$ cat config.mk
export PLATFORM = sky130hd
export DESIGN_NAME = mdu_ctrl
export DESIGN_NICKNAME = d
export VERILOG_FILES = /design/src/rtl/defines.sv /design/src/rtl/div_iter.sv /design/src/rtl/mdu_ctrl.sv
export SDC_FILE = /design/constraint.sdc
export NUM_CORES = 1
export LEC_CHECK = 0
export ABC_AREA = 1
export ABC_CLOCK_PERIOD_IN_PS = 3500
export BUFFER_PORTS_ARGS = -buffer_cell sky130_fd_sc_hd__buf_2
export CORE_UTILIZATION = 53
export DETAILED_ROUTE_END_ITERATION = 12
export PLACE_DENSITY = 0.87
export SETUP_SLACK_MARGIN = 0.15
export SLEW_MARGIN = 0
export SYNTH_ARGS = -nofsm -noshare
export SYNTH_HDL_FRONTEND = slang
export SYNTH_HIERARCHICAL = 1
export SYNTH_SLANG_ARGS = --single-unit
$ cat constraint.sdc
create_clock -name clk -period 3.5 [get_ports clk]
set_input_delay 0.7 -clock clk [delete_from_list [all_inputs] [get_ports clk]]
set_output_delay 0.7 -clock clk [all_outputs]
set_load 0.005 [all_outputs]
$ cat src/rtl/defines.sv
// Shared MDU definitions: FSM state encoding, one-hot op bit positions and
// the default divider length, imported by the MDU and by EXE.
package mdu_ctrl_pkg;

   typedef enum logic [2:0] {
      ST_IDLE = 3'd0,
      ST_MUL  = 3'd1,
      ST_DIV  = 3'd2,
      ST_FIX  = 3'd3,
      ST_HOLD = 3'd4
   } mdu_state_e;

   localparam int MDU_MUL_LO     = 0;
   localparam int MDU_REM        = 1;
   localparam int MDU_MUL_HI     = 2;
   localparam int MDU_DIV        = 3;
   localparam int DIV_CYCLES_DEF = 32;

   function automatic logic [31:0] neg32(input logic [31:0] v);
      return ~v + 32'd1;
   endfunction

endpackage

$ cat src/rtl/div_iter.sv
// Restoring unsigned divider core: one quotient bit per cycle after a start
// pulse; done flags the cycle whose edge performs the final iteration.
module div_iter
   import mdu_ctrl_pkg::*;
#(
   parameter int DIV_CYCLES = DIV_CYCLES_DEF
) (
   input  logic        clk,
   input  logic        reset,
   input  logic        abort,
   input  logic        start,
   input  logic [31:0] dividend,
   input  logic [31:0] divisor,
   output logic        run,
   output logic        done,
   output logic [31:0] quotient,
   output logic [31:0] remainder
);

   localparam int CW = (DIV_CYCLES > 1) ? $clog2(DIV_CYCLES) : 1;
   localparam logic [CW-1:0] LAST_CNT = CW'(DIV_CYCLES - 1);

   logic [31:0]   rem_q, rem_d;
   logic [31:0]   quo_q, quo_d;
   logic [CW-1:0] cnt_q, cnt_d;
   logic          run_q, run_d;
   logic [32:0]   rem_shift_s;
   logic [32:0]   diff_s;

   assign done      = run_q & (cnt_q == LAST_CNT);
   assign run       = run_q;
   assign quotient  = quo_q;
   assign remainder = rem_q;

   // Next-state of the iteration datapath: trial subtract, restore on borrow.
   always_comb begin
      rem_shift_s = {rem_q, quo_q[31]};
      diff_s      = rem_shift_s - {1'b0, divisor};
      rem_d       = rem_q;
      quo_d       = quo_q;
      cnt_d       = cnt_q;
      run_d       = run_q;
      if (abort) begin
         run_d = 1'b0;
         cnt_d = '0;
      end else if (start) begin
         rem_d = 32'd0;
         quo_d = dividend;
         cnt_d = '0;
         run_d = 1'b1;
      end else if (run_q) begin
         if (!diff_s[32]) begin
            rem_d = diff_s[31:0];
            quo_d = {quo_q[30:0], 1'b1};
         end else begin
            rem_d = rem_shift_s[31:0];
            quo_d = {quo_q[30:0], 1'b0};
         end
         if (done) begin
            run_d = 1'b0;
            cnt_d = '0;
         end else begin
            cnt_d = cnt_q + CW'(1);
         end
      end else begin
         run_d = 1'b0;
      end
   end

   // Iteration state registers.
   always_ff @(posedge clk) begin
      if (reset) begin
         rem_q <= 32'd0;
         quo_q <= 32'd0;
         cnt_q <= '0;
         run_q <= 1'b0;
      end else begin
         rem_q <= rem_d;
         quo_q <= quo_d;
         cnt_q <= cnt_d;
         run_q <= run_d;
      end
   end

endmodule

$ cat src/rtl/mdu_ctrl.sv
// MDU controller: accepts EX requests, drives an external multiplier or the
// internal divider, applies sign fix-up/special cases and holds the result.
module mdu_ctrl
   import mdu_ctrl_pkg::*;
#(
   parameter int DIV_CYCLES = DIV_CYCLES_DEF
) (
   input  logic        clk,
   input  logic        reset,
   input  logic        in_valid,
   output logic        in_ready,
   input  logic [3:0]  op,
   input  logic        is_sign,
   input  logic [31:0] src1,
   input  logic [31:0] src2,
   input  logic        flush,
   output logic        mul_req_valid,
   output logic [31:0] mul_src1,
   output logic [31:0] mul_src2,
   output logic [1:0]  mul_sign,
   input  logic        mul_resp_valid,
   input  logic [31:0] mul_hi,
   input  logic [31:0] mul_lo,
   output logic        out_valid,
   input  logic        out_ready,
   output logic [31:0] result,
   output logic        busy
);

   mdu_state_e  state_q, state_d;
   logic [3:0]  op_q, op_d;
   logic        sign_q, sign_d;
   logic [31:0] src1_q, src1_d, src2_q, src2_d;
   logic [31:0] result_q, result_d;
   logic        out_valid_q, out_valid_d;
   logic        mul_req_valid_q, mul_req_valid_d;

   logic [3:0]  op_sel_s;
   logic        div_zero_s, div_ovf_s, neg_quo_s, neg_rem_s;
   logic [31:0] abs1_s, abs2_s, quo_s, rem_s;
   logic        div_start_s, div_run_s, div_done_s;
   logic [31:0] div_quo_s, div_rem_s;

   div_iter #(.DIV_CYCLES(DIV_CYCLES)) u_div_iter (
      .clk       (clk),
      .reset     (reset),
      .abort     (flush),
      .start     (div_start_s),
      .dividend  (abs1_s),
      .divisor   (abs2_s),
      .run       (div_run_s),
      .done      (div_done_s),
      .quotient  (div_quo_s),
      .remainder (div_rem_s)
   );

   assign in_ready      = (state_q == ST_IDLE) & ~flush;
   assign busy          = (state_q != ST_IDLE);
   assign mul_req_valid = mul_req_valid_q;
   assign mul_src1      = src1_q;
   assign mul_src2      = src2_q;
   assign mul_sign      = {~sign_q, ~sign_q};
   assign out_valid     = out_valid_q;
   assign result        = result_q;   // cleared whenever out_valid drops

   // Operand conditioning and final quotient/remainder including special cases.
   always_comb begin
      op_sel_s   = op & (~op + 4'd1);
      div_zero_s = (src2_q == 32'd0);
      div_ovf_s  = sign_q & (src1_q == 32'h8000_0000) & (src2_q == 32'hFFFF_FFFF);
      neg_quo_s  = sign_q & (src1_q[31] ^ src2_q[31]);
      neg_rem_s  = sign_q & src1_q[31];
      abs1_s     = (sign_q & src1_q[31]) ? neg32(src1_q) : src1_q;
      abs2_s     = (sign_q & src2_q[31]) ? neg32(src2_q) : src2_q;
      if (div_zero_s) begin
         quo_s = 32'hFFFF_FFFF;
         rem_s = src1_q;
      end else if (div_ovf_s) begin
         quo_s = 32'h8000_0000;
         rem_s = 32'd0;
      end else begin
         quo_s = neg_quo_s ? neg32(div_quo_s) : div_quo_s;
         rem_s = neg_rem_s ? neg32(div_rem_s) : div_rem_s;
      end
   end

   // FSM next-state and registered-output logic; flush overrides every state.
   always_comb begin
      state_d         = state_q;
      op_d            = op_q;
      sign_d          = sign_q;
      src1_d          = src1_q;
      src2_d          = src2_q;
      result_d        = result_q;
      out_valid_d     = out_valid_q;
      mul_req_valid_d = mul_req_valid_q;
      div_start_s     = 1'b0;
      if (flush) begin
         state_d         = ST_IDLE;
         result_d        = 32'd0;
         out_valid_d     = 1'b0;
         mul_req_valid_d = 1'b0;
      end else begin
         case (state_q)
            ST_IDLE: begin
               if (in_valid && (op != 4'd0)) begin
                  op_d   = op_sel_s;
                  sign_d = is_sign;
                  src1_d = src1;
                  src2_d = src2;
                  if (op_sel_s[MDU_MUL_LO] | op_sel_s[MDU_MUL_HI]) begin
                     state_d         = ST_MUL;
                     mul_req_valid_d = 1'b1;
                  end else if (op_sel_s[MDU_REM] | op_sel_s[MDU_DIV]) begin
                     state_d = ST_DIV;
                  end else begin
                     state_d = ST_IDLE;
                  end
               end else begin
                  state_d = ST_IDLE;
               end
            end
            ST_MUL: begin
               if (mul_resp_valid) begin
                  result_d        = ({32{op_q[MDU_MUL_LO]}} & mul_lo) |
                                    ({32{op_q[MDU_MUL_HI]}} & mul_hi);
                  out_valid_d     = 1'b1;
                  mul_req_valid_d = 1'b0;
                  state_d         = ST_HOLD;
               end else begin
                  mul_req_valid_d = 1'b1;
               end
            end
            ST_DIV: begin
               // Special cases bypass the iterations entirely.
               if (!div_run_s) begin
                  if (div_zero_s | div_ovf_s) begin
                     state_d = ST_FIX;
                  end else begin
                     div_start_s = 1'b1;
                  end
               end else if (div_done_s) begin
                  state_d = ST_FIX;
               end else begin
                  state_d = ST_DIV;
               end
            end
            ST_FIX: begin
               result_d    = ({32{op_q[MDU_DIV]}} & quo_s) |
                             ({32{op_q[MDU_REM]}} & rem_s);
               out_valid_d = 1'b1;
               state_d     = ST_HOLD;
            end
            ST_HOLD: begin
               if (out_ready) begin
                  state_d     = ST_IDLE;
                  out_valid_d = 1'b0;
                  result_d    = 32'd0;
               end else begin
                  state_d = ST_HOLD;
               end
            end
            default: begin
               state_d         = ST_IDLE;
               result_d        = 32'd0;
               out_valid_d     = 1'b0;
               mul_req_valid_d = 1'b0;
            end
         endcase
      end
   end

   // Controller state registers.
   always_ff @(posedge clk) begin
      if (reset) begin
         state_q         <= ST_IDLE;
         op_q            <= 4'd0;
         sign_q          <= 1'b0;
         src1_q          <= 32'd0;
         src2_q          <= 32'd0;
         result_q        <= 32'd0;
         out_valid_q     <= 1'b0;
         mul_req_valid_q <= 1'b0;
      end else begin
         state_q         <= state_d;
         op_q            <= op_d;
         sign_q          <= sign_d;
         src1_q          <= src1_d;
         src2_q          <= src2_d;
         result_q        <= result_d;
         out_valid_q     <= out_valid_d;
         mul_req_valid_q <= mul_req_valid_d;
      end
   end

endmodule

==> metrics.yaml, run 1 <==
outcome: "finished with violations"
violations: "setup timing"
synth_top_family_by_area: "simple AND/OR/NAND/NOR gates"
clk_pin_slew_ns: 0.07
critPathKind: "reg2reg"
syn_area_mm2: 0.0152
track_usage_pct: 39.1
die_area_mm2: 0.0294
synth_seq_cells: 176
pre_cts_ws_ns: -0.396
crit_required_ns: 3.79
min_from: "result[19]"
hold_viol_final: 0
sw_frac_of_total_pct: 36.1
antenna_found_initial: 0
r2r_start: "mul_src2[0]"
tightest_slew_ns: 1.22
drtIter0Drc: 2257
postRouteAntennaNets: 0
grt_pass1_vias: 17300
grt_overflow: 0
io_buffers: 240
place_congestion: 1.00
clock_latency_ns: 0.45
wl_per_cell_um: 17.7
power.leakage_nw: 10.1
yosys_warnings: 6
fin_nets: 3173
drtPass1Iterations: 7
wirelength_mm: 59.8
syn_area_per_cell_um2: 5.68
peakVddDrop_mv: 0.258
synth_cells: 2682
nFillCells: 2489
cts-root-buf: "clkbuf_16"
post-dp-hpwl_mm: 44.9
rsz0062_at_grt: "true"
num_antenna_cells: 0
drv_slew: 0
wl_met2_mm: 26.8
ios: 241
hp-class: "reg2reg"
crit_path_start_kind: "register"
layout.cells.non_filler: 3385
cp_max_fo: 8
powerDensity_mw_per_mm2: 310
comb_power_share_pct: 31.8
synth-compound-area-share_pct: 14.5
place_inst: 3333
die_h_um: 171
wl_met3_mm: 6.06
vias: 19100
muxShareOfSynthArea_pct: 0
intPower_mw: 3.80
worstSetupStartpoint: "mul_src2[0]"
synth_fp_nets: 2861
synth-simple-area-share_pct: 41.0
synthToLayoutAreaGrowth_pct: 26.0
fin_crit_ns: 3.63
yosysSeqAreaShare_pct: 23.1
max_slew_margin_pct: 18.8
yosys.area_share.xor_xnor_pct: 5.64
p_sw_mw: 2.14
synth_edf_count: 0
power_mw: 5.94
cts_tree: "built"
initial_core_util_pct: 54.4
cts.htree.levels: 4
vias_per_cell: 5.64
cts_made_buffers: 17
cts_sinks: 176
setup.worst_path.end_class: "register"
ys_types: 51
grt_pass1_wl_mm: 89.3
yosys_most_used_dff: "dfxtp_1"
top_layer: "met4"
fin_crit_sh_pct: 104
async_flop_share_pct: 0
final-setup-viol-count: 33
worst_clock_skew_ns: 0.0105
m1WireLength_mm: 23.9
clkPwrFrac_pct: 31.4
drive_gt1_share_pct: 22.2
drcViolationCount: 0
clock.fmax_ghz: 0.276
synthAdderAreaFrac_pct: 3.34
grt_max_degree: 68
mostFrequentLayoutCells: "nand2_1 (903), inv_1 (330), nor2_1 (255), buf_2 (240), dfxtp_1 (173)"
layout_commonest_cell: "nand2_1"
die_x_um: 171
core_area_mm2: 0.0280
clockBufferDepth: 2
critPathArrivalTime_ns: 3.92
cap_violations: 0
power.share.sequential_pct: 36.8
finalWorstSetupSlack_ns: -0.129
rows: 61
[power groups by stage]
stage	sequential (mW)	clock (mW)	combinational, mW
6_report	2.19	1.87	1.89
5_1_grt	2.19	1.95	2.04
4_1_cts	2.18	1.87	1.74
3_5_place_dp	2.22	0	1.60
3_3_place_gp	2.22	0	1.58
2_1_floorplan	2.20	0	0.936
[what timing repair did]
action	CTS	global route
setup endpoints to repair	33	64
hold buffers	0	0
pin swaps	38	46
cloned	2	2
buffers inserted	10	6
gates resized for setup	116	97
endpoints found under the hold margin	0	0
[Yosys cell counts (4+ instances only)]
cell / number / share of area [%]
nand3_1: 159 / 5.2
a31oi_1: 38 / 1.6
nor2_4: 5 / 0.37
a22o_1: 32 / 1.8
nor2_1: 285 / 7.0
xor2_1: 74 / 4.3
and3_1: 4 / 0.16
xnor2_1: 24 / 1.4
clkbuf_1: 64 / 1.6
buf_4: 7 / 0.35
o31ai_1: 4 / 0.20
nand2_1: 955 / 24
nor3_1: 17 / 0.56
o21ai_1: 13 / 0.43
o21ai_0: 151 / 5.0
inv_2: 15 / 0.37
a21oi_1: 136 / 4.5
or2_2: 4 / 0.16
nand2_2: 18 / 0.74
ha_1: 39 / 3.2
buf_2: 27 / 0.89
nor2_2: 10 / 0.41
dfxtp_1: 176 / 23
inv_1: 338 / 8.3
buf_6: 7 / 0.52
nand3b_1: 7 / 0.35
nand4_1: 27 / 1.1
nand2_4: 8 / 0.59
a21oi_2: 5 / 0.29
[final timing paths]
kind	end	slack, ns	cells after the start
hold / removal	result[19]	0.46	2
setup reg to reg	u_div_iter/remainder[11]	-0.13	25
setup / recovery	u_div_iter/remainder[11]	-0.13	25
hold reg to reg	result[19]	0.46	2
[cells by family after synthesis]
kind of cell,Yosys count
AO/OA/AOI/OAI,392
XOR/XNOR,98
adder cells (fa/ha/maj),40
buffers and inverters,465
flip-flops,176
AND/OR/NAND/NOR,1511
[worst max-delay path, stage by stage (launching register included)]
cell,delay (ns)
dfxtp_4,0.36
nor3_4,0.24
nand3_2,0.13
buf_4,0.15
buf_4,0.12
buf_4,0.12
buf_4,0.12
nand2_1,0.08
xor2_1,0.23
buf_4,0.17
inv_1,0.10
ha_4,0.30
nand2_1,0.09
nor2_2,0.11
nand3_2,0.10
nand2_4,0.12
nand2_4,0.06
nand2_4,0.08
nand2_4,0.07
nand2_4,0.12
nand2_4,0.07
nand2_8,0.12
clkbuf_16,0.16
nand2_1,0.08
nand3_2,0.10
a21oi_1,0.06
[state kept, by name, indices dropped and copies added, names as in the netlist, 3 cells and up]
signal,cells
u_div_iter/remainder,32
u_div_iter/quotient,32
state_q,3
mul_src2,32
op_q,4
u_div_iter/cnt_q,5
mul_src1,32
result,32
[metal layers]
| metal | GRT usage [%] | vias to the layer above |
|---|---|---|
| met1 | 49.7 | 8684 |
| li1 | - | 9035 |
| met4 | 19.6 | 0 |
| met2 | 62.1 | 1147 |
| met3 | 8.49 | 223 |
| met5 | 0 | - |
[per-stage QoR]
stage / setup TNS (ns) / util [%] / cell area [um^2] / hold slack [ns]
floorplan: 0 / - / 15200 / 0.421
global placement: -5.81 / 62.5 / 17500 / 0.438
detailed placement: -9.31 / 62.5 / 17500 / 0.454
CTS: -0.0769 / 66.8 / 18700 / 0.464
global route: -8.04 / 68.5 / 19200 / 0.486
finish: -2.79 / 68.5 / 19200 / 0.465
[layout make-up]
type / count / area (um^2) / area share (%)
clock buffers: 20 / 437 / 2.28
clock inverters: 12 / 111 / 0.580
inverters: 354 / 1340 / 6.98
multi-input cells: 2044 / 10800 / 56.1
flip-flops and latches: 176 / 3530 / 18.4
well taps: 378 / 473 / 2.46
repair buffers: 401 / 2540 / 13.2
(Power assumes the default switching activity.)
==> inputs of run 2 (changes only) <==
- CORE_ASPECT_RATIO: unset -> 1.75
- CORE_UTILIZATION: 53 -> 52
- SYNTH_HIERARCHICAL: 1 -> unset
==> run 2 against run 1 <==
The flow still finishes with violations (setup timing). Cell area down 6.9%. Synthesized cell count down 12%. Clock skew up 0.00097 ns. Routed wire length down 5.3%.
==> metrics.yaml, run 2 <==
finalWorstSetupSlack_ns: -0.240  # was -0.129 ns
drtIter0Drc: 1410  # was 2,257
clock.fmax_ghz: 0.267  # was 0.276 GHz
layout_commonest_cell: "nand2_1"  # unchanged
die_h_um: 219  # was 171 um
synth_seq_cells: 176  # unchanged
multiInputGateArea_mm2: 0.00980  # was 0.0108 mm^2
final-setup-viol-count: 33  # unchanged
rows: 79  # was 61
hp-class: "reg2reg"  # unchanged
postRouteAntennaNets: 0  # unchanged
core_area_mm2: 0.0266  # was 0.0280 mm^2
clk_pin_slew_ns: 0.07  # about the same
fin_util_pct: 67.2  # was 68.5%
fin_nets: 2861  # was 3,173
cts_tree: "built"  # unchanged
cts-root-buf: "clkbuf_16"  # unchanged
max_slew_margin_pct: 15.2  # was 18.8%
track_usage_pct: 39.7  # was 39.1%
io_buffers: 240  # unchanged
antenna_found_initial: 0  # unchanged
clockBufferDepth: 2  # unchanged
hold_viol_final: 0  # unchanged
synth_top_area_cell: "dfxtp_1"  # was nand2_1
power.share.sequential_pct: 36.3  # was 36.8%
syn_area_per_cell_um2: 5.97  # was 5.68 um^2
p_sw_mw: 2.07  # was 2.14 mW
cts_sinks: 176  # unchanged
tightest_slew_ns: 1.27  # was 1.22 ns
cp_max_fo: 6  # was 8
busiest_layer: "met2"  # unchanged
yosysSeqAreaShare_pct: 25.1  # was 23.1%
yosys_most_used_dff: "dfxtp_1"  # unchanged
post-dp-hpwl_mm: 43.9  # was 44.9 mm
critPathArrivalTime_ns: 4.08  # was 3.92 ns
layout.cells.non_filler: 3018  # was 3,385
post-synth-top-count-cell: "nand2_1"  # unchanged
intPower_mw: 3.96  # was 3.80 mW
die_x_um: 126  # was 171 um
crit_path_start_kind: "register"  # unchanged
drcViolationCount: 0  # unchanged
fin_crit_sh_pct: 107  # was 104%
cts_made_buffers: 17  # unchanged
grt_max_degree: 54  # was 68
ys_types: 52  # was 51
met2_usage_pct: 73.4  # was 62.1%
use_met3_pct: 6.00  # was 8.49%
vias_per_cell: 5.78  # was 5.64
vias: 17400  # was 19,100
ios: 241  # unchanged
yosys_warnings: 0  # was 6
regArea_mm2: 0.00353  # about the same
synth_common_cells: "nand2_1 (747), nor2_1 (223), inv_1 (218)"  # was nand2_1 (955), inv_1 (338), nor2_1 (285)
async_flop_share_pct: 0  # unchanged
num_antenna_cells: 0  # unchanged
grt_pass1_vias: 16400  # was 17,300
wl_per_cell_um: 18.8  # was 17.7 um
drtPass1Iterations: 8  # was 7
die_area_mm2: 0.0277  # was 0.0294 mm^2
critPathKind: "reg2reg"  # unchanged
synth_top_area_share_pct: 25.1  # was 23.5%
setup.worst_path.end_class: "register"  # unchanged
drv_slew: 0  # unchanged
cts_hold_buf: 0  # unchanged
syn_area_mm2: 0.0140  # was 0.0152 mm^2
violations: "setup timing"  # unchanged
cts.htree.levels: 4  # unchanged
clkPwrFrac_pct: 34.5  # was 31.4%
power.leakage_nw: 9.12  # was 10.1 nW
mostFrequentLayoutCells: "nand2_1 (715), buf_2 (240), inv_1 (211), nor2_1 (206), a21oi_1 (184)"  # was nand2_1 (903), inv_1 (330), nor2_1 (255), buf_2 (240), dfxtp_1 (173)
synth_area_leaders: "dfxtp_1 (25%), nand2_1 (20%), a21oi_1 (7.5%), o21ai_0 (6.2%), nor2_1 (6.0%)"  # was nand2_1 (24%), dfxtp_1 (23%), inv_1 (8.3%), nor2_1 (7.0%), nand3_1 (5.2%)
power_mw: 6.03  # was 5.94 mW
powerDensity_mw_per_mm2: 338  # was 310 mW/mm^2
fin_crit_ns: 3.74  # was 3.63 ns
clock_latency_ns: 0.47  # was 0.45 ns
crit_required_ns: 3.84  # was 3.79 ns
initial_core_util_pct: 52.8  # was 54.4%
comb_power_share_pct: 29.2  # was 31.8%
synthToLayoutAreaGrowth_pct: 27.4  # was 26.0%
outcome: "finished with violations"  # unchanged
grt.met1_usage_pct: 37.2  # was 49.7%
nFillCells: 2385  # was 2,489
grt_overflow: 0  # unchanged
grt_pass1_wl_mm: 84.2  # was 89.3 mm
wirelength_mm: 56.6  # was 59.8 mm
synth_edf_count: 0  # unchanged
drive_gt1_share_pct: 22.4  # was 22.2%
place_inst: 2966  # was 3,333
synth_fp_nets: 2531  # was 2,861
place_congestion: 1.03  # was 1.00
worst_clock_skew_ns: 0.0114  # was 0.0105 ns
sw_frac_of_total_pct: 34.3  # was 36.1%
holdWs_ns: 0.464  # was 0.465 ns
synth_cells: 2352  # was 2,682
peakVddDrop_mv: 0.387  # was 0.258 mV
rsz0062_at_grt: "true"  # unchanged
cap_violations: 0  # unchanged
==> run 2: final cells by class <==
| cell class | count | area share [%] |
|---|---|---|
| Tap cell | 324 | 2.27 |
| Inverter | 226 | 4.76 |
| Sequential cell | 176 | 19.7 |
| Timing Repair Buffer | 417 | 14.9 |
| Multi-Input combinational cell | 1844 | 54.9 |
| Clock inverter | 12 | 1.04 |
| Clock buffer | 19 | 2.42 |
==> run 2: power by group through the flow <==
stage | clock (mW) | combinational (mW) | sequential [mW]
global route | 2.15 | 1.90 | 2.19
detailed placement | 0 | 1.60 | 2.23
global placement | 0 | 1.58 | 2.22
CTS | 2.07 | 1.67 | 2.18
finish | 2.08 | 1.76 | 2.19
floorplan | 0 | 0.886 | 2.20
==> run 2: worst paths after layout <==
kind | to | cells after the start | start | slack, ns
worst max-delay path | u_div_iter.remainder[1] | 24 | mul_src2[2] | -0.24
worst min-delay path | result[2] | 2 | result[2] | 0.46
worst max register to register | u_div_iter.remainder[1] | 24 | mul_src2[2] | -0.24
worst min register to register | result[2] | 2 | result[2] | 0.46
==> run 2: critical path: stages (launching register included) <==
cell      delay [ns]
dfxtp_2         0.34
nor2_4          0.11
nand4_1         0.12
nor2_2          0.16
nand4_1         0.15
nor3_2          0.21
nand3_2         0.15
nor2_4          0.16
nand2_2         0.10
nand2_4         0.10
o21ai_2         0.06
xor2_1          0.24
ha_1            0.31
a21oi_2         0.17
o21ai_2         0.09
nand2_1         0.08
o311ai_2        0.11
nor2_2          0.18
buf_4           0.15
nand3_4         0.09
nand2_8         0.14
buf_6           0.15
nand2_1         0.09
nand3_2         0.07
a21oi_2         0.06
==> run 2: cell families after synthesis <==
kind of cell / Yosys count / synth area share, %
XOR/XNOR: 110 / 6.87
AO/OA/AOI/OAI: 480 / 19.2
buffers and inverters: 332 / 9.37
AND/OR/NAND/NOR: 1214 / 35.8
flip-flops: 176 / 25.1
adder cells (fa/ha/maj): 40 / 3.62
==> run 2: metrics by stage <==
| stage | worst slack, ns | TNS, ns | area, um^2 |
|---|---|---|---|
| finish | -0.240 | -6.80 | 17900 |
| floorplan | 0.167 | 0 | 14100 |
| CTS | -0.121 | -2.84 | 17400 |
| global placement | -0.271 | -5.49 | 16400 |
| global route | -0.427 | -12.71 | 17900 |
| detailed placement | -0.320 | -8.66 | 16400 |
==> run 2: per-layer routing <==
layer / vias to the layer above / share of wire, %
li1: 8328 / -
met1: 7954 / 33
met2: 850 / 51
met3: 301 / 5.4
met4: 0 / 11
met5: - / 0
==> run 2: repair_timing <==
| action | in CTS | in global routing |
|---|---|---|
| gates resized for setup | 72 | 77 |
| setup buffers | 9 | 7 |
| pin swaps | 26 | 45 |
| setup endpoints to repair | 33 | 33 |
| cloned | 1 | 4 |
